--- src/rtl/autosym_eval_pipe.sv ---
// Two-stage streaming evaluator for f(x) = g(A*x (+c)): GF(2) projection, then truth-table lookup.
// Define AUTOSYM_AFFINE_EN to add the offset vector c (cfg_sel = 2); otherwise the projection is purely linear.
module autosym_eval_pipe #(
  parameter int N_IN  = 10,
  parameter int K_RED = 4,
  parameter int N_OUT = 1
) (
  input  logic               clk,
  input  logic               rst,
  input  logic               cfg_we,
  input  logic [1:0]         cfg_sel,
  input  logic [K_RED-1:0]   cfg_addr,
  input  logic [N_IN-1:0]    cfg_wdata,
  output logic               cfg_ready,
  input  logic               in_valid,
  output logic               in_ready,
  input  logic [N_IN-1:0]    in_x,
  output logic               out_valid,
  input  logic               out_ready,
  output logic [N_OUT-1:0]   out_y,
  output logic [K_RED-1:0]   out_z
);

  localparam int TBL_DEPTH = 1 << K_RED;
  localparam int ROW_AW    = (K_RED > 1) ? $clog2(K_RED) : 1;

  logic [N_IN-1:0]  row_r [K_RED];
  logic [N_OUT-1:0] tbl_r [TBL_DEPTH];
  logic [K_RED-1:0] off_s;
  logic [K_RED-1:0] z_s;
  logic [K_RED-1:0] s1_z_r;
  logic             s1_v_r;
  logic             s2_adv_s;
  logic             s1_adv_s;
  logic             cfg_take_s;
  logic             in_take_s;
  logic             row_addr_ok_s;

  function automatic logic parity_f(input logic [N_IN-1:0] v);
    parity_f = ^v;
  endfunction

`ifdef AUTOSYM_AFFINE_EN
  logic [K_RED-1:0] off_r;
  assign off_s = off_r;
`else
  assign off_s = {K_RED{1'b0}};
`endif

  // Handshake: config only when the pipeline is empty, and it beats a simultaneous input.
  assign s2_adv_s      = !out_valid || out_ready;
  assign s1_adv_s      = !s1_v_r || s2_adv_s;
  assign cfg_ready     = !rst && !s1_v_r && !out_valid;
  assign cfg_take_s    = cfg_we && cfg_ready;
  assign in_ready      = !rst && s1_adv_s && !cfg_take_s;
  assign in_take_s     = in_valid && in_ready;
  assign row_addr_ok_s = ({{(32-K_RED){1'b0}}, cfg_addr} < 32'(K_RED));

  // Stage-1 projection: each z bit is the parity of its row mask applied to x.
  always_comb begin
    z_s = {K_RED{1'b0}};
    for (int i = 0; i < K_RED; i++) begin
      z_s[i] = parity_f(row_r[i] & in_x) ^ off_s[i];
    end
  end

  // Configuration storage: identity matrix and zero table out of reset.
  always_ff @(posedge clk or posedge rst) begin
    if (rst) begin
      for (int i = 0; i < K_RED; i++) begin
        row_r[i] <= {{(N_IN-1){1'b0}}, 1'b1} << i;
      end
      for (int j = 0; j < TBL_DEPTH; j++) begin
        tbl_r[j] <= {N_OUT{1'b0}};
      end
`ifdef AUTOSYM_AFFINE_EN
      off_r <= {K_RED{1'b0}};
`endif
    end else if (cfg_take_s) begin
      case (cfg_sel)
        2'd0: begin
          if (row_addr_ok_s) begin
            row_r[cfg_addr[ROW_AW-1:0]] <= cfg_wdata;
          end
        end
        2'd1: tbl_r[cfg_addr] <= cfg_wdata[N_OUT-1:0];
        2'd2: begin
`ifdef AUTOSYM_AFFINE_EN
          off_r <= cfg_wdata[K_RED-1:0];
`endif
        end
        default: ;
      endcase
    end
  end

  // Pipeline registers; S2 holds its result while downstream stalls.
  always_ff @(posedge clk or posedge rst) begin
    if (rst) begin
      s1_v_r    <= 1'b0;
      s1_z_r    <= {K_RED{1'b0}};
      out_valid <= 1'b0;
      out_y     <= {N_OUT{1'b0}};
      out_z     <= {K_RED{1'b0}};
    end else begin
      if (s1_adv_s) begin
        s1_v_r <= in_take_s;
        if (in_take_s) begin
          s1_z_r <= z_s;
        end
      end
      if (s2_adv_s) begin
        out_valid <= s1_v_r;
        if (s1_v_r) begin
          out_y <= tbl_r[s1_z_r];
          out_z <= s1_z_r;
        end
      end
    end
  end

endmodule
--- config.mk ---
export PLATFORM = sky130hd
export DESIGN_NAME = autosym_eval_pipe
export DESIGN_NICKNAME = d
export VERILOG_FILES = /design/src/rtl/autosym_eval_pipe.sv
export SDC_FILE = /design/constraint.sdc
export NUM_CORES = 1
export LEC_CHECK = 0
export CAP_MARGIN = 20
export CORE_MARGIN = 2
export CORE_UTILIZATION = 60
export DETAILED_ROUTE_END_ITERATION = 16
export GPL_ROUTABILITY_DRIVEN = 1
export PLACE_DENSITY = 0.85
export SLEW_MARGIN = 20
export SYNTH_ARGS = -nofsm -noshare
export SYNTH_HDL_FRONTEND = slang
export SYNTH_SLANG_ARGS = --single-unit
--- constraint.sdc ---
create_clock -name clk -period 3.36 [get_ports clk]
set_input_delay 0.672 -clock clk [delete_from_list [all_inputs] [get_ports clk]]
set_output_delay 0.672 -clock clk [all_outputs]
set_load 0.005 [all_outputs]
Word level (Yosys, flattened, before mapping)
Index checks and enable logic that the tools add are counted.
Cells by class
  magnitude comparators: 6
  eq/ne operators: 1
  mux-type cells: 9
  bitwise gates (word level): 7
  reduce and logical (&&, ||, !) cells: 23
Operators by type and width (count)
  10-bit bitwise AND: 4
  40-bit bitwise mux: 1
  10-bit XOR reduction: 4
  10-bit demux with 2-bit select: 1
  16-bit bitwise mux: 1
  5-bit greater-or-equal comparator (second input constant): 2
  10-bit two-way mux: 1
  4-bit inverter with 5-bit output: 2
  1-bit logical AND: 8
  2-bit AND reduction: 3
  5-bit by 1-bit less-than comparator with 1-bit output (second input constant): 1
  1-bit binary-select mux with 4-bit select: 1
  1-bit demux with 4-bit select: 1
  1-bit logical NOT: 4
  4-bit by 3-bit less-than comparator with 1-bit output (second input constant): 1
  3-bit greater-or-equal comparator (second input constant): 1
  3-bit by 1-bit less-than comparator with 1-bit output (second input constant): 1
  1-bit two-way mux: 3
  2-bit inverter with 3-bit output: 1
  3-bit AND reduction: 1
  2-bit by 1-bit equality test with 1-bit output (second input constant): 1
  2-bit logical NOT: 1
  1-bit logical OR: 2
Storage, ports and cells
  bits in registers: 67
  input bits: 31
  output and inout bits: 8
  logic and storage cells: 71

Logic depth before layout (Yosys ltp)
  depth in word-level cells: 8
  depth in mapped cells: 6
  gate-level depth less buffers: 5

Worst setup path after synthesis
Ideal clock, no wire load.
  path kind: input port to flip-flop
  from: input port cfg_addr[3]
  to: register row_r[20] (netlist name)
  setup time: 128 ps
  arrival time: 1960 ps
  data required time: 3232 ps
  path slack: 1272 ps
  stages on the path: 6
  path buffers: 2
  path through: clkbuf_1 -> nor3_1 -> nand4b_1 -> nor3b_1 -> buf_2 -> mux2_1
On the way
  longest elaborated chain between the ends: 2
Ends and longest elaborated chain
  from (decl): line 12  | input logic [K_RED-1:0] cfg_addr,
  4-bit by 3-bit less-than comparator with 1-bit output: line 57  | assign row_addr_ok_s = ({{(32-K_RED){1'b0}}, cfg_addr} < 32'(K_RED));
  3-bit AND reduction (no source line)
  to (signal, indexed assignment): line 71  | row_r[i] <= {{(N_IN-1){1'b0}}, 1'b1} << i;
  to (signal, indexed assignment): line 83  | row_r[cfg_addr[ROW_AW-1:0]] <= cfg_wdata;
  to (decl): line 27  | logic [N_IN-1:0] row_r [K_RED];
No other way between the ends.
A chain may end at the register's enable or synchronous reset.

Final worst setup path
  from: input port cfg_we
  to: output port in_ready
On the way
  longest elaborated chain between the ends: 3
Ends and longest elaborated chain
  from (decl): line 10  | input logic cfg_we,
  1-bit logical AND: line 54  | assign cfg_take_s = cfg_we && cfg_ready;
  1-bit logical NOT: line 55  | assign in_ready = !rst && s1_adv_s && !cfg_take_s;
  1-bit logical AND: line 55
  to (decl): line 16  | output logic in_ready,
No other way between the ends.

==> key figures <==
Setup path
  – WP data required: 2690 ps
  – RR Startpoint: s1_v_r$_DFFE_PP0P_
  – Max Fanout on Critical Path: 3
  – Crit path launch type: input port
  – R2r setup slk: between 1000 and 1500 ps
  – Crit path capture type: output pin
  – R2R depth: 5
  – R2r endpoint: row_r[27]$_DFFE_PP0P_
  – Kind of critical path: in -> out
  – Arrival time worst endpoint: a little over 2000 ps

Timing
  – Tcrit/Tclk final: between 80% and 90%
  – Final Critical Period: around 2700 ps
  – Final Hold Viols: 0
  – Setup Skew: 9.226 ps
  – # setup viols final: 0
  – Max-slew violations: 0
  – Worst rel slew slack: a little under three fifths
  – Worst-Margin Slew: roughly 640 ps
  – Fmax: ~0.36 GHz
  – RSZ-0062 raised after global routing: no
  – TNS Setup: 0 ps

Layout
  – Multi-input logic area: about 0.0016 mm²
  – Final instance count without filler cells: 387
  – Share of cells above drive strength 1: between 8 and 9%
  – Design area: between 0.003 and 0.004 mm²
  – Antenna diodes: 0
  – Most frequent cells in the layout: dfrtp_1 (63), mux2_1 (60), nand2_1 (52)
  – Layout fillers: ~360
  – Synth-to-layout area growth: 20.00%
  – Most common cell after layout, fill and taps aside: dfrtp_1
  – Nets@finish: between 300 and 400
  – Register area: 0.001682 mm²
  – Fin util: between 70% and 80%

Synth
  – Distinct cells, synth: 28
  – Mean Syn Cell Area: approximately 12 µm²
  – #FFs+latches synth: 67
  – Yosys top cell by area: dfrtp_1
  – Post-synth top area share: about 48%
  – Mapped Cells: about 270
  – Syn nets: a little under 300
  – Sequential fraction of the synthesis area: 51.01%
  – Synth top area cells: dfrtp_1 (48%), mux2_1 (20%), xnor2_1 (6.4%), nand2_1 (5.9%), dfstp_2 (3.2%)
  – Yosys synthesis warning count: 0
  – Post-Syn Area: 0.003297 mm²

Min path
  – Hold Path Depth: 1
  – Type of the worst min-delay path: reg -> reg
  – Hold path start: tbl_r[2]$_DFFE_PP0P_
  – Hold path endpoint: tbl_r[2]$_DFFE_PP0P_

CTS
  – Cts hold-fix bufs: 0
  – Clock tree buffer depth: 2
  – Worst-Skew Late Latency: between 300 and 400 ps
  – Num CTS Buffers: 9
  – Clock transition at the registers of the reported paths: 60 ps
  – H-Tree Depth: 3
  – CTS tree: done
  – CTS resizes: 0
  – Clk sinks: 67
  – Root Buffer: clkbuf_8
  – Post-CTS setup buffers: 0

Global route
  – Pin count of the biggest net entering global routing: 39
  – First-pass GRT wire length: ~10,000 µm
  – Global route overflow: 0
  – Initial antenna violation count: 0
  – Total track usage: 22.93%
  – Vias in the first global route: between 2,000 and 2,500

Drt
  – DRT iter0 DRCs: 103
  – Vias/cell: 5.517
  – Wirelength per Cell: roughly 16 µm
  – Drt total wl: 6315 µm
  – Vias: 2,135
  – DR pass1 iterations: 4
  – Drt drc: 0
  – Routed Antenna Nets: 0

Outcome
  – Status: finished, final reports clean

Die
  – Number of core rows: 26
  – Initial Util: between 60% and 70%
  – Die width: between 70 and 80 µm
  – Die footprint: just over 0.006 mm²
  – Boundary pin count: 39
  – Die height: slightly below 80 µm
  – Core area: about 0.0052 mm²

Placed design
  – Placer Congestion: approximately 0.87
  – Post-Place Cell Area: approximately 0.0038 mm²
  – Inst Count DP: roughly 370
  – Port bufs: 38
  – Post-DP HPWL: roughly 4600 µm

Run
  – Max-cap violation count: 0

Power and ir drop
  – Max VDD drop: about 330 µV
  – P per Cell Area: roughly 480 mW/mm²
  – Pleak: about 1.9 nW
layout make-up:
type,count,area share [%]
flip-flops and latches,67,42.50
multi-input cells,189,39.69
repair buffers,44,11.07
clock buffers,14,4.111
well taps,70,2.214
clock inverters,2,0.3163
inverters,1,0.09488
power by group:
part / leakage, nW / internal (mW) / switching [mW]
Combinational: 0.879 / 0.201 / 0.126
Sequential: 0.901 / 0.898 / 0.0706
Clock: 0.0867 / 0.308 / 0.280
how the worst max path moves through the flow:
stage           start                    end  slack (ps)  depth (start not counted)
3_5_place_dp   cfg_we               in_ready         600                          4
6_report       cfg_we               in_ready         610                          4
4_1_cts        cfg_we               in_ready         600                          4
2_1_floorplan     rst  out_valid$_DFFE_PP0P_        1010                          1
5_1_grt        cfg_we               in_ready         520                          4
3_3_place_gp   cfg_we               in_ready         610                          4
cell usage after synthesis:
library cell  number
dfrtp_1           63
mux2_1            60
nand2_1           52
xnor2_1           24
nor2_1            11
nand2b_1           5
dfstp_2            4
mux4_1             4
nand3b_1           4
o21ai_1            4
xnor3_1            4
xor2_1             4
buf_2              3
clkbuf_1           3
nor3_1             3
nor3b_1            3
nand3_1            2
nor2b_1            2
a211oi_1           1
and4b_1            1
buf_1              1
buf_6              1
inv_1              1
mux2_2             1
mux4_2             1
nand4b_1           1
nor2_2             1
nor3_2             1
worst max-delay path: stages:
cell and delay [ps]:
clkdlybuf4s50_1 430, nor3b_1 150, a211oi_1 270, clkdlybuf4s50_1 550
cells by family (layout without fill, tap and decap cells):
group | Yosys count | count (layout) | share of synthesized area [%]
and+or+nand+nor | 86 | 86 | 11.92
xor gates and xnor gates | 32 | 32 | 10.17
AOI/OAI and AO/OA | 5 | 5 | 0.8350
buffers and inverters | 9 | 61 | 1.366
DFF | 67 | 67 | 51.01
muxes | 66 | 66 | 24.71
metrics by stage:
stage                     total power, mW  worst slack, ps  hold WS [ps]
after detailed placement            1.312            595.7         471.9
final                               1.884            613.6         481.1
after global routing                1.970            518.5         503.3
after CTS                           1.894            597.3         485.2
after global placement              1.302            605.0         460.1
after floorplan                     1.155             1011         448.8
state kept, by name, summed over array words and instances, names as in the netlist:
signal / count
out_y: 1
out_valid: 1
tbl_r: 16
row_r: 40
out_z: 4
s1_z_r: 4
s1_v_r: 1
metal layers:
metal / wire, µm / GRT usage [%] / share of wire [%]
met5: 0 / 0 / 0
met4: 133 / 11.05 / 2.1
met3: 240 / 4.023 / 3.8
met2: 3011 / 35.69 / 48
met1: 2929 / 31.57 / 46
Note: power is estimated with default switching activity, not from simulation.
